[config.mk]
export PLATFORM = sky130hd
export DESIGN_NAME = exc_epc_stack
export DESIGN_NICKNAME = d
export VERILOG_FILES = /design/src/rtl/exc_pkg.sv /design/src/rtl/exc_prio_enc.sv /design/src/rtl/exc_epc_stack.sv
export SDC_FILE = /design/constraint.sdc
export NUM_CORES = 1
export LEC_CHECK = 0
export ABC_AREA = 0
export BUFFER_PORTS_ARGS = -buffer_cell sky130_fd_sc_hd__buf_2
export CAP_MARGIN = 10
export CORE_ASPECT_RATIO = 1.25
export CORE_UTILIZATION = 56
export CTS_CLUSTER_DIAMETER = 120
export DETAILED_ROUTE_END_ITERATION = 10
export GPL_TIMING_DRIVEN = 0
export PLACE_DENSITY = 0.78
export SLEW_MARGIN = 20
export SYNTH_ARGS = -nofsm -noshare
export SYNTH_HDL_FRONTEND = slang
export SYNTH_SLANG_ARGS = --single-unit
[constraint.sdc]
create_clock -name CLK -period 5.65 [get_ports CLK]
set_clock_uncertainty 0.1 [all_clocks]
set_input_delay 0.565 -clock CLK [delete_from_list [all_inputs] [get_ports CLK]]
set_output_delay 0.565 -clock CLK [all_outputs]
set_load 0.02 [all_outputs]
[src/rtl/exc_pkg.sv]
// Shared exception definitions for the EPC stack: MIPS cause encodings and
// default handler vector layout.
package exc_pkg;

   typedef enum logic [2:0] {
      EXC_INT  = 3'd0,
      EXC_ADEL = 3'd1,
      EXC_ADES = 3'd2,
      EXC_SYS  = 3'd3,
      EXC_BP   = 3'd4,
      EXC_RI   = 3'd5,
      EXC_OV   = 3'd6,
      EXC_TR   = 3'd7
   } exc_cause_e;

   localparam logic [31:0] EXC_VECTOR_BASE   = 32'h0000_0180;
   localparam logic [31:0] EXC_VECTOR_STRIDE = 32'h0000_0020;
   localparam logic [31:0] EXC_BD_ADJUST     = 32'h0000_0004;

endpackage

[src/rtl/exc_prio_enc.sv]
// Lowest-index-wins priority encoder over the pending exception cause lines.
module exc_prio_enc
   import exc_pkg::*;
#(
   parameter int NUM_CAUSES = 8,
   parameter int CAUSE_W    = $clog2(NUM_CAUSES)
) (
   input  logic [NUM_CAUSES-1:0] req_i,
   output logic                  any_o,
   output logic [CAUSE_W-1:0]    idx_o
);

   assign any_o = |req_i;

   // Scan from the top so the lowest set bit is the last one written.
   always_comb begin
      idx_o = CAUSE_W'(0);
      for (int i = NUM_CAUSES - 1; i >= 0; i--) begin
         if (req_i[i]) begin
            idx_o = CAUSE_W'(i);
         end else begin
            idx_o = idx_o;
         end
      end
   end

endmodule

[src/rtl/exc_epc_stack.sv]
// Nested EPC/Cause stack with registered handler/return redirect pulses.
// Optional macro EPC_BDSLOT_EN: save Exc_PC - 4 for faults in a delay slot.
module exc_epc_stack
   import exc_pkg::*;
#(
   parameter int               WIDTH         = 32,
   parameter int               DEPTH         = 4,
   parameter int               NUM_CAUSES    = 8,
   parameter logic [WIDTH-1:0] VECTOR_BASE   = WIDTH'(EXC_VECTOR_BASE),
   parameter logic [WIDTH-1:0] VECTOR_STRIDE = WIDTH'(EXC_VECTOR_STRIDE)
) (
   input  logic                          CLK,
   input  logic                          RST,
   input  logic [NUM_CAUSES-1:0]         Exc_Req,
   input  logic [WIDTH-1:0]              Exc_PC,
   input  logic                          Exc_BD,
   input  logic                          Eret,
   output logic [WIDTH-1:0]              EPC,
   output logic [$clog2(NUM_CAUSES)-1:0] Cause,
   output logic [$clog2(DEPTH):0]        Level,
   output logic                          Handler_Valid,
   output logic [WIDTH-1:0]              Handler_PC,
   output logic                          Ret_Valid,
   output logic [WIDTH-1:0]              Ret_PC,
   output logic                          Overflow,
   output logic                          Underflow
);

   localparam int CAUSE_W = $clog2(NUM_CAUSES);
   localparam int PTR_W   = $clog2(DEPTH);
   localparam int LVL_W   = PTR_W + 1;

   logic [WIDTH-1:0]   pc_q [DEPTH];
   logic [WIDTH-1:0]   pc_d [DEPTH];
   logic [CAUSE_W-1:0] cs_q [DEPTH];
   logic [CAUSE_W-1:0] cs_d [DEPTH];
   logic [LVL_W-1:0]   level_q, level_d;
   logic [WIDTH-1:0]   epc_q, epc_d, hpc_q, hpc_d, rpc_q, rpc_d;
   logic [CAUSE_W-1:0] cause_q, cause_d;
   logic               hv_q, hv_d, rv_q, rv_d, ovf_q, ovf_d, udf_q, udf_d;

   logic               any_s;
   logic [CAUSE_W-1:0] idx_s;
   logic [WIDTH-1:0]   saved_pc_s;
   logic [PTR_W-1:0]   top_s, below_s, push_s;
   logic               full_s, empty_s;

   exc_prio_enc #(.NUM_CAUSES(NUM_CAUSES), .CAUSE_W(CAUSE_W)) u_prio (
      .req_i (Exc_Req),
      .any_o (any_s),
      .idx_o (idx_s)
   );

`ifdef EPC_BDSLOT_EN
   assign saved_pc_s = Exc_BD ? (Exc_PC - WIDTH'(EXC_BD_ADJUST)) : Exc_PC;
`else
   logic unused_bd_s;
   assign unused_bd_s = Exc_BD;
   assign saved_pc_s  = Exc_PC;
`endif

   assign top_s   = PTR_W'(level_q - LVL_W'(1));
   assign below_s = PTR_W'(level_q - LVL_W'(2));
   assign push_s  = level_q[PTR_W-1:0];
   assign full_s  = (level_q == LVL_W'(DEPTH));
   assign empty_s = (level_q == LVL_W'(0));

   // Next-state: an exception outranks a same-cycle ERET, which then only retargets the top entry.
   always_comb begin
      pc_d    = pc_q;
      cs_d    = cs_q;
      level_d = level_q;
      epc_d   = epc_q;
      cause_d = cause_q;
      hv_d    = 1'b0;
      hpc_d   = hpc_q;
      rv_d    = 1'b0;
      rpc_d   = rpc_q;
      ovf_d   = ovf_q;
      udf_d   = udf_q;
      if (any_s) begin
         hv_d  = 1'b1;
         hpc_d = VECTOR_BASE + WIDTH'(idx_s) * VECTOR_STRIDE;
         if (Eret && !empty_s) begin
            pc_d[top_s] = saved_pc_s;
            cs_d[top_s] = idx_s;
            epc_d       = saved_pc_s;
            cause_d     = idx_s;
         end else if (full_s) begin
            ovf_d = 1'b1;
         end else begin
            pc_d[push_s] = saved_pc_s;
            cs_d[push_s] = idx_s;
            level_d      = level_q + LVL_W'(1);
            epc_d        = saved_pc_s;
            cause_d      = idx_s;
         end
      end else if (Eret) begin
         if (!empty_s) begin
            rv_d    = 1'b1;
            rpc_d   = pc_q[top_s];
            level_d = level_q - LVL_W'(1);
            if (level_q == LVL_W'(1)) begin
               epc_d   = WIDTH'(0);
               cause_d = CAUSE_W'(0);
            end else begin
               epc_d   = pc_q[below_s];
               cause_d = cs_q[below_s];
            end
         end else begin
            udf_d = 1'b1;
         end
      end else begin
         level_d = level_q;
      end
   end

   // State and output registers.
   always_ff @(posedge CLK or negedge RST) begin
      if (!RST) begin
         for (int i = 0; i < DEPTH; i++) begin
            pc_q[i] <= WIDTH'(0);
            cs_q[i] <= CAUSE_W'(0);
         end
         level_q <= LVL_W'(0);
         epc_q   <= WIDTH'(0);
         cause_q <= CAUSE_W'(0);
         hv_q    <= 1'b0;
         hpc_q   <= WIDTH'(0);
         rv_q    <= 1'b0;
         rpc_q   <= WIDTH'(0);
         ovf_q   <= 1'b0;
         udf_q   <= 1'b0;
      end else begin
         pc_q    <= pc_d;
         cs_q    <= cs_d;
         level_q <= level_d;
         epc_q   <= epc_d;
         cause_q <= cause_d;
         hv_q    <= hv_d;
         hpc_q   <= hpc_d;
         rv_q    <= rv_d;
         rpc_q   <= rpc_d;
         ovf_q   <= ovf_d;
         udf_q   <= udf_d;
      end
   end

   assign EPC           = epc_q;
   assign Cause         = cause_q;
   assign Level         = level_q;
   assign Handler_Valid = hv_q;
   assign Handler_PC    = hpc_q;
   assign Ret_Valid     = rv_q;
   assign Ret_PC        = rpc_q;
   assign Overflow      = ovf_q;
   assign Underflow     = udf_q;

endmodule

# Word level (Yosys, flattened, before mapping)
# Cells that the tools add are included.
# W data, S select, Z words.
# totals
output_inout_bits,106
word_cells,106
inputBits,44
register_bits,246
# op_classes
bitwise,6
n_eq_ne,7
magnitude_cmp,5
n_addsub,4
mux,54
n_reduce_logical,13
# op_table
op,count
$mux W32,12
$bwmux W128,2
$mux W128,2
$bmux W32 S2,2
$demux W32 S2,2
$mux W3,23
$bwmux W12,2
$mux W12,2
$demux W3 S2,2
$reduce_and A3 Y1,4
$add A9 B8 Y10 const A,1
$ge A3 B3 Y1 const B,3
$not A2 Y3,3
$reduce_or A8 Y1,1
$bmux W3 S2,1
$lt A3 B1 Y1 const B,2
$ne A2 B2 Y1 const B,3
$mux W1,4
$reduce_and A4 Y1,1
$add A3 B1 Y3 const B,1
$eq A3 B1 Y1 const B,1
$eq A3 B3 Y1 const B,1
$logic_and A1 B1 Y1,3
$logic_not A3 Y1,1
8 further kinds,10

# Longest topological paths before layout
# depth
word_depth,11
ltp_mapped,11
mapped_depth_nobuf,6

# Modules after synthesis
# A second synthesis with hierarchy kept.
# hier_totals
cells_unflattened,790
area_unflattened_um2,10684.0
# modules_own_cells
module,area_each_um2,cells_per_inst,seq_area_each_um2,instances
exc_epc_stack,10602.7,777,5455.2,1
exc_prio_enc,81.3,13,0.0,1

# Least setup slack after synthesis
# No wires, ideal clock.
# synth_path
kind,reg2reg
start,"register level_q[0], in the netlist Level[0]"
end,"register rpc_q[10], in the netlist Ret_PC[10]"
path_slack_ns,2.088
path_stages_with_launch,10
required_time_ns,5.422
synth_period_minus_slack_ns,3.562
setup_time_ns,0.128
path_buffers,5
arrival_time_ns,3.334
cell_sequence,dfrtp_1 buf_2 buf_2 buf_2 inv_1 ha_1 buf_2 buf_1 mux4_2 mux2_1
# synth_between
elab_chain_cells,5
word_cells_on_any_way,8
classes_between,add/sub: 1; mux: 3; bitwise: 2; reduce/logical: 2
# synth_rtl
item,line,text
start: declaration,exc_epc_stack.sv:37,"logic [LVL_W-1:0] level_q, level_d;"
start signal: assignment,exc_epc_stack.sv:137,level_q <= level_d;
$sub A3 B1 Y3,n/a,
$not A2 Y3 (implied by the code),exc_epc_stack.sv:101,rpc_d = pc_q[top_s];
$bmux W32 S2,exc_epc_stack.sv:101,
$mux W32 (implied by the code) (2 in a row),exc_epc_stack.sv:101,
end signal: assignment,exc_epc_stack.sv:143,rpc_q <= rpc_d;
end: declaration,exc_epc_stack.sv:38,"logic [WIDTH-1:0] epc_q, epc_d, hpc_q, hpc_d, rpc_q, rpc_d;"
# Parallel ways exist; a longest one is shown, timed or not. The select of a mux whose other input is x is not followed.
# A chain may end at the register's enable or synchronous reset.

# Final worst setup path
# layout_path
start,"register level_q[1], in the netlist Level[1]"
end,"register rpc_q[7], in the netlist Ret_PC[7]"
# The elaborated chain is that of the path after synthesis.

==> flow_summary.yaml <==
outcome:
  status: "finished clean"
synthesis:
  synth_edf_count: 0
  ys_seq_area_share_pct: 50.6
  ys_seq_elements: 218
  synth_async_sr_flop_share_pct: 100
  yosysWarningCount: 0
  syn-cell-area_um2: 10800
  ys.flop_type: "dfrtp_1"
  synthDistinctLibCells: 53
  syn_inst: 702
  avgSynthCellArea_um2: 15.4
global_route:
  antenna_found_initial: 1
  grt_pass1_vias: 6937
  gr-total-overflow: 0
  grt_max_degree: 101
  grt_pass1_wl_mm: 38.2
  grt_usage_pct: 25.0
sta:
  slew_violations: 0
  fmaxAchievable_mhz: 223
  hold_violations: 0
  slew_headroom_pct: 29.8
  setup_violations: 0
  fin_tns_setup_ns: 0
  worstMarginPinSlew_ns: 1.05
  fin_crit_sh_pct: 79.4
  timing.final.ws_setup_ns: 1.16
  rsz0062_at_grt: "no"
  fin_crit_ns: 4.49
routing:
  drt-pass1-iter-count: 4
  wl_per_cell_um: 21.2
  via_per_inst: 5.91
  drt_iter0_drc: 329
  antenna_left: 0
  drcViolationCount: 0
  vias: 6636
  drt_wl_total_mm: 23.8
clock_network:
  cts.htree.levels: 1
  cts.sinks: 218
  cts_tree: "built"
  path_clk_slew_ns: 0.06
  ctsResizeCount: 0
  clockRootBuffer: "clkbuf_16"
  clock_latency_ns: 0.50
  cts_buffers: 22
  cts_setup_buffers: 0
  cts.path.max_buffers: 3
floorplanning:
  start_util_pct: 57.2
  core_um2: 18800
  ios: 150
  dieHeight_um: 157
  die_w_um: 126
  rows: 56
  die_area_um2: 19800
cells_and_area:
  drive_gt1_share_pct: 37.7
  nets: 927
  fin_area_um2: 12600
  seqCellArea_um2: 5460
  syn_to_final_growth_pct: 16.8
  n_fill_cell: 1363
  multi_input_area_um2: 4890
  instances_no_fill: 1122
place:
  dpl.hpwl_mm: 15.7
  post_dp_cell_area_um2: 11800
  portBuffers: 120
  dp_cells: 1082
  pre_cts_slack_ns: 1.15
  place_congestion: 0.841
worst_setup_path:
  start_kind: "flip-flop"
  required_ns: 5.93
  crit_type: "reg2reg"
  reg2reg_slack_ns: 1.16
  crit_path_end_kind: "flip-flop"
  cp.arrival_ns: 4.77
  critPathMaxFanout: 10
power:
  power_density_nw_per_um2: 556
  p_leak_nw: 5.75
  ir_drop_mv: 0.389
min_path:
  holdCritPathClass: "in2reg"
job:
  drv_cap: 0
## power by group
part / leakage [nW] / total (mW) / switching [mW] / internal, mW
registers: 2.64 / 2.57 / 0.403 / 2.17
clock network: 0.371 / 1.50 / 0.601 / 0.898
logic: 2.74 / 2.94 / 1.35 / 1.59
total: 5.75 / 7.01 / 2.35 / 4.66
## per-stage QoR
step | power (mW) | util, % | hold WS (ns)
after detailed placement | 5.54 | 62.8 | 0.366
final | 7.01 | 66.8 | 0.242
after CTS | 7.06 | 66.8 | 0.227
after global placement | 5.44 | 62.5 | 0.359
after floorplan | 4.75 | - | 0.169
after global routing | 7.38 | 66.8 | 0.235
## area by class of cell
cell class | instances | area share [%]
well taps | 232 | 2.30
diodes | 1 | 0.0199
clock inverters | 7 | 0.705
inverters | 9 | 0.268
clock buffers | 31 | 5.20
plain buffers | 77 | 4.00
repair buffers | 123 | 5.36
flip-flops and latches | 218 | 43.3
multi-input cells | 424 | 38.8
## placed cells by master, fill, tap and decap left out, types with 2 or more instances in the layout
master / Yosys / routed
dfrtp_1: 218 / 218
mux2_1: 170 / 170
buf_2: 25 / 144
mux4_2: 67 / 67
a22o_1: 32 / 32
buf_4: 29 / 29
conb_1: 1 / 27
mux2_2: 25 / 25
clkbuf_16: 0 / 23
clkbuf_1: 9 / 12
buf_6: 10 / 10
nor2_1: 9 / 9
nand2_1: 9 / 9
a21oi_1: 9 / 9
mux2_4: 9 / 9
ha_1: 8 / 8
inv_1: 6 / 6
o21ai_1: 5 / 5
nand3_1: 5 / 5
clkbuf_8: 0 / 5
a21oi_2: 4 / 4
buf_1: 4 / 4
nor3_1: 4 / 4
clkinv_2: 0 / 4
nand2b_1: 3 / 3
or4_1: 2 / 2
inv_2: 2 / 2
o31a_1: 2 / 2
nor4_2: 2 / 2
nand4_1: 2 / 2
o211ai_1: 2 / 2
a211oi_1: 2 / 2
nor3b_1: 2 / 2
o22ai_1: 2 / 2
o21ai_0: 2 / 2
bufinv_16: 0 / 2
buf_16: 0 / 2
## logic make-up after synthesis
group,after synthesis,synth area share [%]
adder cells (fa/ha/maj),8,0.928
AND/OR/NAND/NOR,45,2.44
buffers and inverters,86,4.99
AO/OA/AOI/OAI,72,5.36
multiplexers,272,35.7
flip-flops,218,50.6
other,1,0.0348
## critical path: stages (launching register included)
cell      delay (ns)
dfrtp_1         0.51
clkbuf_1        0.46
clkbuf_1        0.60
inv_1           0.32
ha_1            0.37
buf_2           0.25
buf_1           0.81
mux4_2          0.64
mux2_1          0.30
## sequential cells by signal, summed over array words and instances (netlist names)
name,cells
pc_q,128
EPC,32
Ret_PC,32
cs_q,12
Handler_PC,4
Cause,3
Level,3
Handler_Valid,1
Overflow,1
Ret_Valid,1
Underflow,1
## synth_stat cells, drive strengths merged, types with 2 or more instances
master,n,share of area (%)
o31a,2,0.16
o22ai,2,0.12
nand2b,3,0.17
buf,68,4.4
nor4,2,0.23
nor3,4,0.19
or4,2,0.14
nand2,9,0.31
nand4,2,0.12
a211oi,3,0.32
a21oi,14,0.89
nor2,10,0.42
clkbuf,9,0.31
o211ai,2,0.14
mux2,204,22
dfrtp,218,51
ha,8,0.93
o21ai,7,0.32
or2,2,0.12
nand3,6,0.39
nor3b,2,0.14
inv,8,0.28
a22o,32,2.6
mux4,67,14
## metal layers
metal / GRT usage [%] / part of all wire, % / up-vias
met5: 0 / 0 / -
met4: 6.88 / 2.0 / 0
met3: 3.94 / 4.8 / 40
met2: 43.4 / 50 / 195
met1: 32.9 / 43 / 3433
li1: - / - / 2968
## final timing paths
| check | depth (start not counted) | from | to |
|---|---|---|---|
| hold reg to reg | 1 | Overflow | Overflow |
| max in group asynchronous | 3 | RST | pc_q[90] |
| setup reg to reg | 8 | Level[1] | Ret_PC[7] |
| setup / recovery | 8 | Level[1] | Ret_PC[7] |
| min in group asynchronous | 2 | RST | Handler_PC[8] |
| hold / removal | 2 | Exc_PC[22] | pc_q[54] |
## what timing repair did
| item | in CTS | in global routing |
|---|---|---|
| endpoints found under the hold margin | 57 | 0 |
| endpoints found under the setup margin | 0 | 0 |
| hold buffers | 1 | 0 |
Note: power is estimated with default switching activity, not from simulation.
